### src/rtl/photonic_readout_pkg.sv
// rtl/photonic_readout_pkg.sv - shared types and constants for the photonic argmax readout
package photonic_readout_pkg;

  typedef enum logic {S_IDLE = 1'b0, S_ACCUM = 1'b1} state_t;

  localparam int FRAME_CNT_W     = 16;
  localparam int DEF_PRECISION   = 8;
  localparam int DEF_NUM_CLASSES = 128;

  // A single-class frame still needs a one-bit index/counter.
  function automatic int idx_width(input int n);
    return (n <= 2) ? 1 : $clog2(n);
  endfunction

endpackage

### src/rtl/photonic_result_hold.sv
// rtl/photonic_result_hold.sv - result register with valid/ready handshake and sticky overrun
module photonic_result_hold #(
  parameter int W = 8
) (
  input  logic         clk,
  input  logic         rst,
  input  logic         load,
  input  logic [W-1:0] payload,
  input  logic         ready,
  output logic [W-1:0] data,
  output logic         valid,
  output logic         overrun
);

  always_ff @(posedge clk) begin
    if (rst) begin
      data    <= '0;
      valid   <= 1'b0;
      overrun <= 1'b0;
    end else if (load) begin
      data  <= payload;
      valid <= 1'b1;
      // Only a result nobody took counts as lost; same-cycle accept is a clean handoff.
      if (valid && !ready) overrun <= 1'b1;
    end else if (valid && ready) begin
      valid <= 1'b0;
    end
  end

endmodule

### src/rtl/photonic_argmax_readout.sv
// rtl/photonic_argmax_readout.sv - per-frame argmax over the last photonic layer's sample stream
module photonic_argmax_readout
  import photonic_readout_pkg::*;
#(
  parameter int PRECISION   = DEF_PRECISION,
  parameter int NUM_CLASSES = DEF_NUM_CLASSES,
  parameter int IDX_W       = idx_width(NUM_CLASSES)
) (
  input  logic                   clk,
  input  logic                   rst,
  input  logic [PRECISION-1:0]   data_in,
  input  logic                   valid_in,
  output logic [IDX_W-1:0]       result_idx,
  output logic [PRECISION-1:0]   result_value,
  output logic                   result_valid,
  input  logic                   result_ready,
  output logic                   overrun,
  output logic [FRAME_CNT_W-1:0] frame_count
);

  localparam logic [IDX_W-1:0] LAST = IDX_W'(NUM_CLASSES - 1);

  state_t                 state;
  logic [IDX_W-1:0]       count;
  logic [IDX_W-1:0]       run_idx;
  logic [IDX_W-1:0]       next_idx;
  logic [PRECISION-1:0]   run_max;
  logic [PRECISION-1:0]   next_max;
  logic                   frame_done;

  // Winner including the current sample; strict compare keeps the lowest index on ties.
  always_comb begin
    next_max = run_max;
    next_idx = run_idx;
    if (state == S_IDLE) begin
      next_max = data_in;
      next_idx = '0;
    end else if (data_in > run_max) begin
      next_max = data_in;
      next_idx = count;
    end
  end

  assign frame_done = valid_in && (count == LAST);

  always_ff @(posedge clk) begin
    if (rst) begin
      state   <= S_IDLE;
      count   <= '0;
      run_max <= '0;
      run_idx <= '0;
    end else if (valid_in) begin
      run_max <= next_max;
      run_idx <= next_idx;
      if (frame_done) begin
        count <= '0;
        state <= S_IDLE;
      end else begin
        count <= count + IDX_W'(1);
        state <= S_ACCUM;
      end
    end
  end

  always_ff @(posedge clk) begin
    if (rst)             frame_count <= '0;
    else if (frame_done) frame_count <= frame_count + FRAME_CNT_W'(1);
  end

  photonic_result_hold #(
    .W(IDX_W + PRECISION)
  ) u_hold (
    .clk     (clk),
    .rst     (rst),
    .load    (frame_done),
    .payload ({next_idx, next_max}),
    .ready   (result_ready),
    .data    ({result_idx, result_value}),
    .valid   (result_valid),
    .overrun (overrun)
  );

endmodule

### config.mk
export PLATFORM = sky130hd
export DESIGN_NAME = photonic_argmax_readout
export DESIGN_NICKNAME = d
export VERILOG_FILES = /design/src/rtl/photonic_readout_pkg.sv /design/src/rtl/photonic_result_hold.sv /design/src/rtl/photonic_argmax_readout.sv
export SDC_FILE = /design/constraint.sdc
export NUM_CORES = 1
export LEC_CHECK = 0
export ABC_AREA = 1
export CORE_MARGIN = 1.5
export CORE_UTILIZATION = 25
export DETAILED_ROUTE_END_ITERATION = 10
export REMOVE_ABC_BUFFERS = 1
export SYNTH_ARGS = -nofsm -noshare
export SYNTH_HDL_FRONTEND = slang
export SYNTH_HIERARCHICAL = 1
export SYNTH_SLANG_ARGS = --single-unit
### constraint.sdc
create_clock -name clk -period 2.76 [get_ports clk]
set_input_delay 0.552 -clock clk [delete_from_list [all_inputs] [get_ports clk]]
set_output_delay 0.552 -clock clk [all_outputs]
set_load 0.01 [all_outputs]
# == Yosys cells after proc, flatten, opt, wreduce, memory -nomap -nowiden ==
# Cells that the tools add are included.
# op_classes
n_addsub,2
order_cmp,1
eq_ne,1
mux,8
reduce_logical,6
# op_table
cell,count
7-bit two-way mux,3
16-bit by 1-bit adder with 16-bit output (second input constant),1
8-bit two-way mux,2
8-bit greater-than comparator,1
7-bit by 1-bit adder with 7-bit output (second input constant),1
7-bit == test (second input constant),1
1-bit logical AND,3
1-bit two-way mux,3
2-bit AND reduction,1
2-bit nonzero test,1
1-bit logical NOT,1
# totals
ff_bits,56
inputBits,12
word_cells,26

# == Logic depth before layout (Yosys ltp) ==
# depth
word_depth,3
ltp_mapped,16
depth_no_buf,15

# == By module ==
# Netlist, hierarchy kept.
# by_module_without_submodules
module,instances,cells_per_inst,area_per_inst_um2
photonic_argmax_readout,1,330,2185.8
photonic_result_hold,1,74,684.4

# == Worst setup path before layout ==
# Ideal clock, no wire load.
# synth_path
path_type,input port to flip-flop
startpoint,in data_in[7]
endpoint,reg u_hold.data[0]
setup_time_ps,66
arrival_time_ps,1861
setup_slack_ps,833
stages,10
n_path_buf,1
cell_sequence,ha_1 > nand2_1 > nor2_1 > nand4_2 > nand2_2 > buf_4 > nand3_1 > nand2_1 > nand2_1 > a21oi_2
# synth_via
elab_chain_cells,3
# synth_rtl
element,line_no,text
"start, declared",photonic_argmax_readout.sv:11,"input logic [PRECISION-1:0] data_in,"
8-bit greater-than comparator,photonic_argmax_readout.sv:38,end else if (data_in > run_max) begin
8-bit two-way mux,photonic_argmax_readout.sv:38,
8-bit two-way mux,photonic_argmax_readout.sv:35,if (state == S_IDLE) begin
net next_max[0],photonic_argmax_readout.sv:28,logic [PRECISION-1:0] next_max;
"end signal, assigned",photonic_result_hold.sv:21,data <= payload;
"end, declared",photonic_result_hold.sv:10,"output logic [W-1:0] data,"
# The timed path passes the listed nets, and every way through them passes these cells.
# A chain may end at the register's enable or synchronous reset.

# == Worst setup path in the final report ==
# layout_path
startpoint,in data_in[7]
endpoint,reg u_hold.data[12]
# layout_via
elab_chain_cells,3
# layout_rtl
element,line_no,text
8-bit greater-than comparator,photonic_argmax_readout.sv:38,
7-bit two-way mux,photonic_argmax_readout.sv:38,
7-bit two-way mux,photonic_argmax_readout.sv:35,
net next_idx[4],photonic_argmax_readout.sv:26,logic [IDX_W-1:0] next_idx;
# The timed path passes the listed nets, and every way through them passes these cells.

==> results.md <==
STA:
- Setup violations remaining at the end of the flow were counted as 0.
- The setup slack after layout is 0.516 ns.
- Setup total negative slack on the finished layout was measured at 0 ns.
- In the finished design, the share of the clock period the worst path needs comes to 0.813.
- The final critical path time including I/O delays and setup is 2.24 ns.
- The final count of hold timing violations is 0.
- The number of pins exceeding their max-slew limit in the final report is 0.
- The slew at the pin closest to its max-slew limit is 0.641 ns.
- Setup repair after global routing left no endpoint under its margin.
- On the final layout, the worst clock skew is 0.00461 ns.
- Based on the critical path, the design can be clocked at up to 0.446 GHz.
- In this run the tightest slew margin relative to its limit is 0.572.

Synth:
- Counting flops with an async set or reset pin after synthesis yields a share of 0.
- The library cell occupying the most area in the post-synthesis netlist is sky130_fd_sc_hd__dfxtp_1.
- The count of flip-flops with a built-in enable after synthesis is 0.
- After synthesis the netlist holds a flip-flop and latch count of 56.
- The number of distinct standard cells referenced by the synthesized netlist is 34.
- The commonest cells after synthesis are 94 x sky130_fd_sc_hd__nand2_1, 61 x sky130_fd_sc_hd__inv_1, 56 x sky130_fd_sc_hd__dfxtp_1, 41 x sky130_fd_sc_hd__nand3_1, 35 x sky130_fd_sc_hd__a21oi_1.
- The sequential cell area fraction in the yosys report is 0.391.
- Counting every instance in the synthesized netlist gives 404.
- Yosys printed 6 warnings.
- The mean instance size in the synthesized netlist is 7.10 um^2.
- Of the post-synthesis cell area, the dominant cell type holds 0.391.
- The area of the mapped netlist is 2870 um^2.
- The library cell with the highest instance count after synthesis is sky130_fd_sc_hd__nand2_1.
- The most used flip-flop cell after synthesis is sky130_fd_sc_hd__dfxtp_1.
- By area the synthesized netlist is led by sky130_fd_sc_hd__dfxtp_1 39%, sky130_fd_sc_hd__nand2_1 12%, sky130_fd_sc_hd__inv_1 8.0%.

Power and ir drop:
- The worst-case vdd ir drop is 0.215 mV.
- The total power after layout is 1.69 mW.
- Dividing total power by cell area gives a power density of 471 nW/um^2.
- The static leakage is 1.52 nW.

Critical path:
- The largest fanout of any net on the critical path is 15.
- The class of the most critical setup path is in -> reg.
- STA classifies the critical path endpoint as a register.
- The data arrival time of the critical path is 2.41 ns.
- Across all register-to-register paths, the minimum setup slack is 0.83 ns.
- For the worst setup path, the data required time is 2.93 ns.
- The kind of launch point of the worst setup path is an input pin.

Cells and area:
- The net total in the final layout is 468.
- 0 antenna diodes ended up in the layout.
- Relative to the synthesized area, the layout overhead comes to 24.8%.
- The core occupancy in the finished layout is 0.325.
- The proportion of layout cells with a drive suffix above 1 is 0.0984.

Floorplan:
- The floorplan step defined a die boundary enclosing 12100 um^2.
- After floorplanning, the core was divided into 38 placement rows.
- The core outline area is 11000 um^2.
- The number of primary I/O pins is 45.
- The effective utilization at floorplan is 0.260.
- The die is 110 um wide.
- The die is 110 um tall.

Placement:
- The global placer's final weighted congestion is 0.877.
- The number of buffers added on ports is 44.
- Detailed placement ended at an HPWL of 4860 um.
- Timing analysis after detailed placement gives a worst setup slack of 0.217 ns.

Clock tree:
- The number of clock sinks seen by CTS is 56.
- At the later pin of the worst-skew pair, clock insertion delay measures 0.30 ns.
- The number of resized instances in the post-cts repair step is 0.
- The number of buffers added to fix hold violations after cts is 0.
- The TritonCTS buffer count is 5.
- Once the clock tree was built, the setup fixing pass inserted 0 buffers.
- The clock-pin transition on the worst setup and hold timing paths is 0.07 ns.
- Clock tree synthesis selected as its root buffer the cell sky130_fd_sc_hd__clkbuf_16.
- CTS built an H-tree with a depth of 2.
- The clock passes through at most 2 buffers.
- The TritonCTS clock tree is built.

Global route:
- The via count of the first global-routing pass was 2339.
- The pin count of the biggest net entering global routing is 34.
- The number of antenna violations at the first check in global routing is 0.
- After global routing the overflow that remains totals 0.
- For this run, the total global-route usage over all layers was measured as 0.114.
- The wire length of the first global-routing pass is 10800 um.

Drt:
- The wire length per cell is 11.1 um.
- The total via count after detailed routing is 2560.
- The ratio of routed vias to standard cells is 4.36.
- The number of remaining DRC errors is 0.
- The final wirelength is 6540 um.
- The first detailed-routing pass took 4 iterations.
- The detail route stage leaves a number of antenna-violating nets equal to 0.
- The initial detailed-routing violation count is 85.

Flow run:
- The tool flagged a number of max-cap violations equal to 0.

Min path:
- The classification of the worst-slack hold path is reg -> reg.

Outcome:
- The run finished with clean final reports.
## cell usage in the layout (no fill, tap or decap)
cell type                         netlist  final
sky130_fd_sc_hd__nand3_4                1      1
sky130_fd_sc_hd__nand4_1                2      2
sky130_fd_sc_hd__nor4_1                 1      1
sky130_fd_sc_hd__ha_1                  10     10
sky130_fd_sc_hd__nor2_1                31     31
sky130_fd_sc_hd__nand3_1               41     41
sky130_fd_sc_hd__clkbuf_16              0      5
sky130_fd_sc_hd__nand2_2               11     11
sky130_fd_sc_hd__o21ai_0               11     11
sky130_fd_sc_hd__a31oi_1                1      1
sky130_fd_sc_hd__nand4_2                1      1
sky130_fd_sc_hd__inv_1                 61     61
sky130_fd_sc_hd__nor3_1                 6      6
sky130_fd_sc_hd__o21ai_1                1      1
sky130_fd_sc_hd__nand2_1               94     94
sky130_fd_sc_hd__inv_8                  1      1
sky130_fd_sc_hd__clkinv_4               0      1
sky130_fd_sc_hd__a21oi_1               35     35
sky130_fd_sc_hd__a21o_1                 1      1
sky130_fd_sc_hd__a211oi_1               1      1
sky130_fd_sc_hd__nor3_4                 2      2
sky130_fd_sc_hd__clkinvlp_4             0      2
sky130_fd_sc_hd__o21a_1                 2      2
sky130_fd_sc_hd__nand3_2                1      1
sky130_fd_sc_hd__nor2_2                 2      2
sky130_fd_sc_hd__dfxtp_1               56     56
sky130_fd_sc_hd__buf_4                  2      7
sky130_fd_sc_hd__xnor2_1                1      1
sky130_fd_sc_hd__nor3b_1                1      1
sky130_fd_sc_hd__clkdlybuf4s50_1        0     44
sky130_fd_sc_hd__a21oi_2               10     10
sky130_fd_sc_hd__xor2_1                 3      3
## final timing paths
| check | startpoint | end | depth (start not counted) |
|---|---|---|---|
| setup / recovery | data_in[7] | u_hold/data[12] | 12 |
| hold / removal | u_hold/overrun | u_hold/overrun | 2 |
| setup reg to reg | run_max[7] | u_hold/data[12] | 12 |
| hold reg to reg | u_hold/overrun | u_hold/overrun | 2 |
## critical path, cell delays in order
cell and delay (ns):
sky130_fd_sc_hd__clkdlybuf4s50_1 0.44, sky130_fd_sc_hd__ha_1 0.33, sky130_fd_sc_hd__a21o_1 0.19, sky130_fd_sc_hd__nor2_1 0.13
sky130_fd_sc_hd__nand2_2 0.13, sky130_fd_sc_hd__nand2_2 0.09, sky130_fd_sc_hd__buf_4 0.21, sky130_fd_sc_hd__nand2_1 0.07
sky130_fd_sc_hd__nand3_1 0.11, sky130_fd_sc_hd__inv_1 0.05, sky130_fd_sc_hd__nand2_1 0.06, sky130_fd_sc_hd__a21oi_1 0.06
## per-layer routing
metal,vias up,GRT usage,part of all wire
li1,1364,-,-
met2,36,0.187,0.49
met3,7,0.0247,0.028
met5,-,0,0
met4,0,0.0522,0.015
met1,1153,0.143,0.47
## state kept, by name, summed over array words and instances (netlist names)
register / flops
frame_count: 16
u_hold/data: 15
run_max: 8
count: 7
run_idx: 7
state: 1
u_hold/overrun: 1
u_hold/valid: 1
## metrics by stage
| step | instances | hold WS, ns | area, um^2 |
|---|---|---|---|
| after global placement | 579 | 0.440 | 3430 |
| after detailed placement | 579 | 0.442 | 3430 |
| after floorplan | 388 | 0.465 | 2770 |
| after CTS | 587 | 0.454 | 3580 |
| after global routing | 587 | 0.485 | 3580 |
| final | 587 | 0.451 | 3580 |
## logic make-up (layout without fill, tap and decap cells)
family | Yosys count | after routing | synth area share
XOR/XNOR | 4 | 4 | 0.0122
flip-flops | 56 | 56 | 0.391
adder cells (fa/ha/maj) | 10 | 10 | 0.0436
buffers and inverters | 78 | 121 | 0.120
AO/OA/AOI/OAI | 62 | 62 | 0.125
AND/OR/NAND/NOR | 194 | 194 | 0.308
## layout make-up
type,instances,area [um^2]
fillers,1181,7450
clock buffers,5,125
clock inverters,3,23.8
inverters,62,240
flip-flops and latches,56,1120
well taps,140,175
multi-input cells,270,1400
repair buffers,51,493
## report_power, final
part | switching [mW] | internal [mW] | leakage [nW]
logic | 0.124 | 0.0722 | 0.997
clock network | 0.311 | 0.339 | 0.0660
registers | 0.0129 | 0.827 | 0.455
total | 0.448 | 1.24 | 1.52
Power figures use the tool's default switching activity.
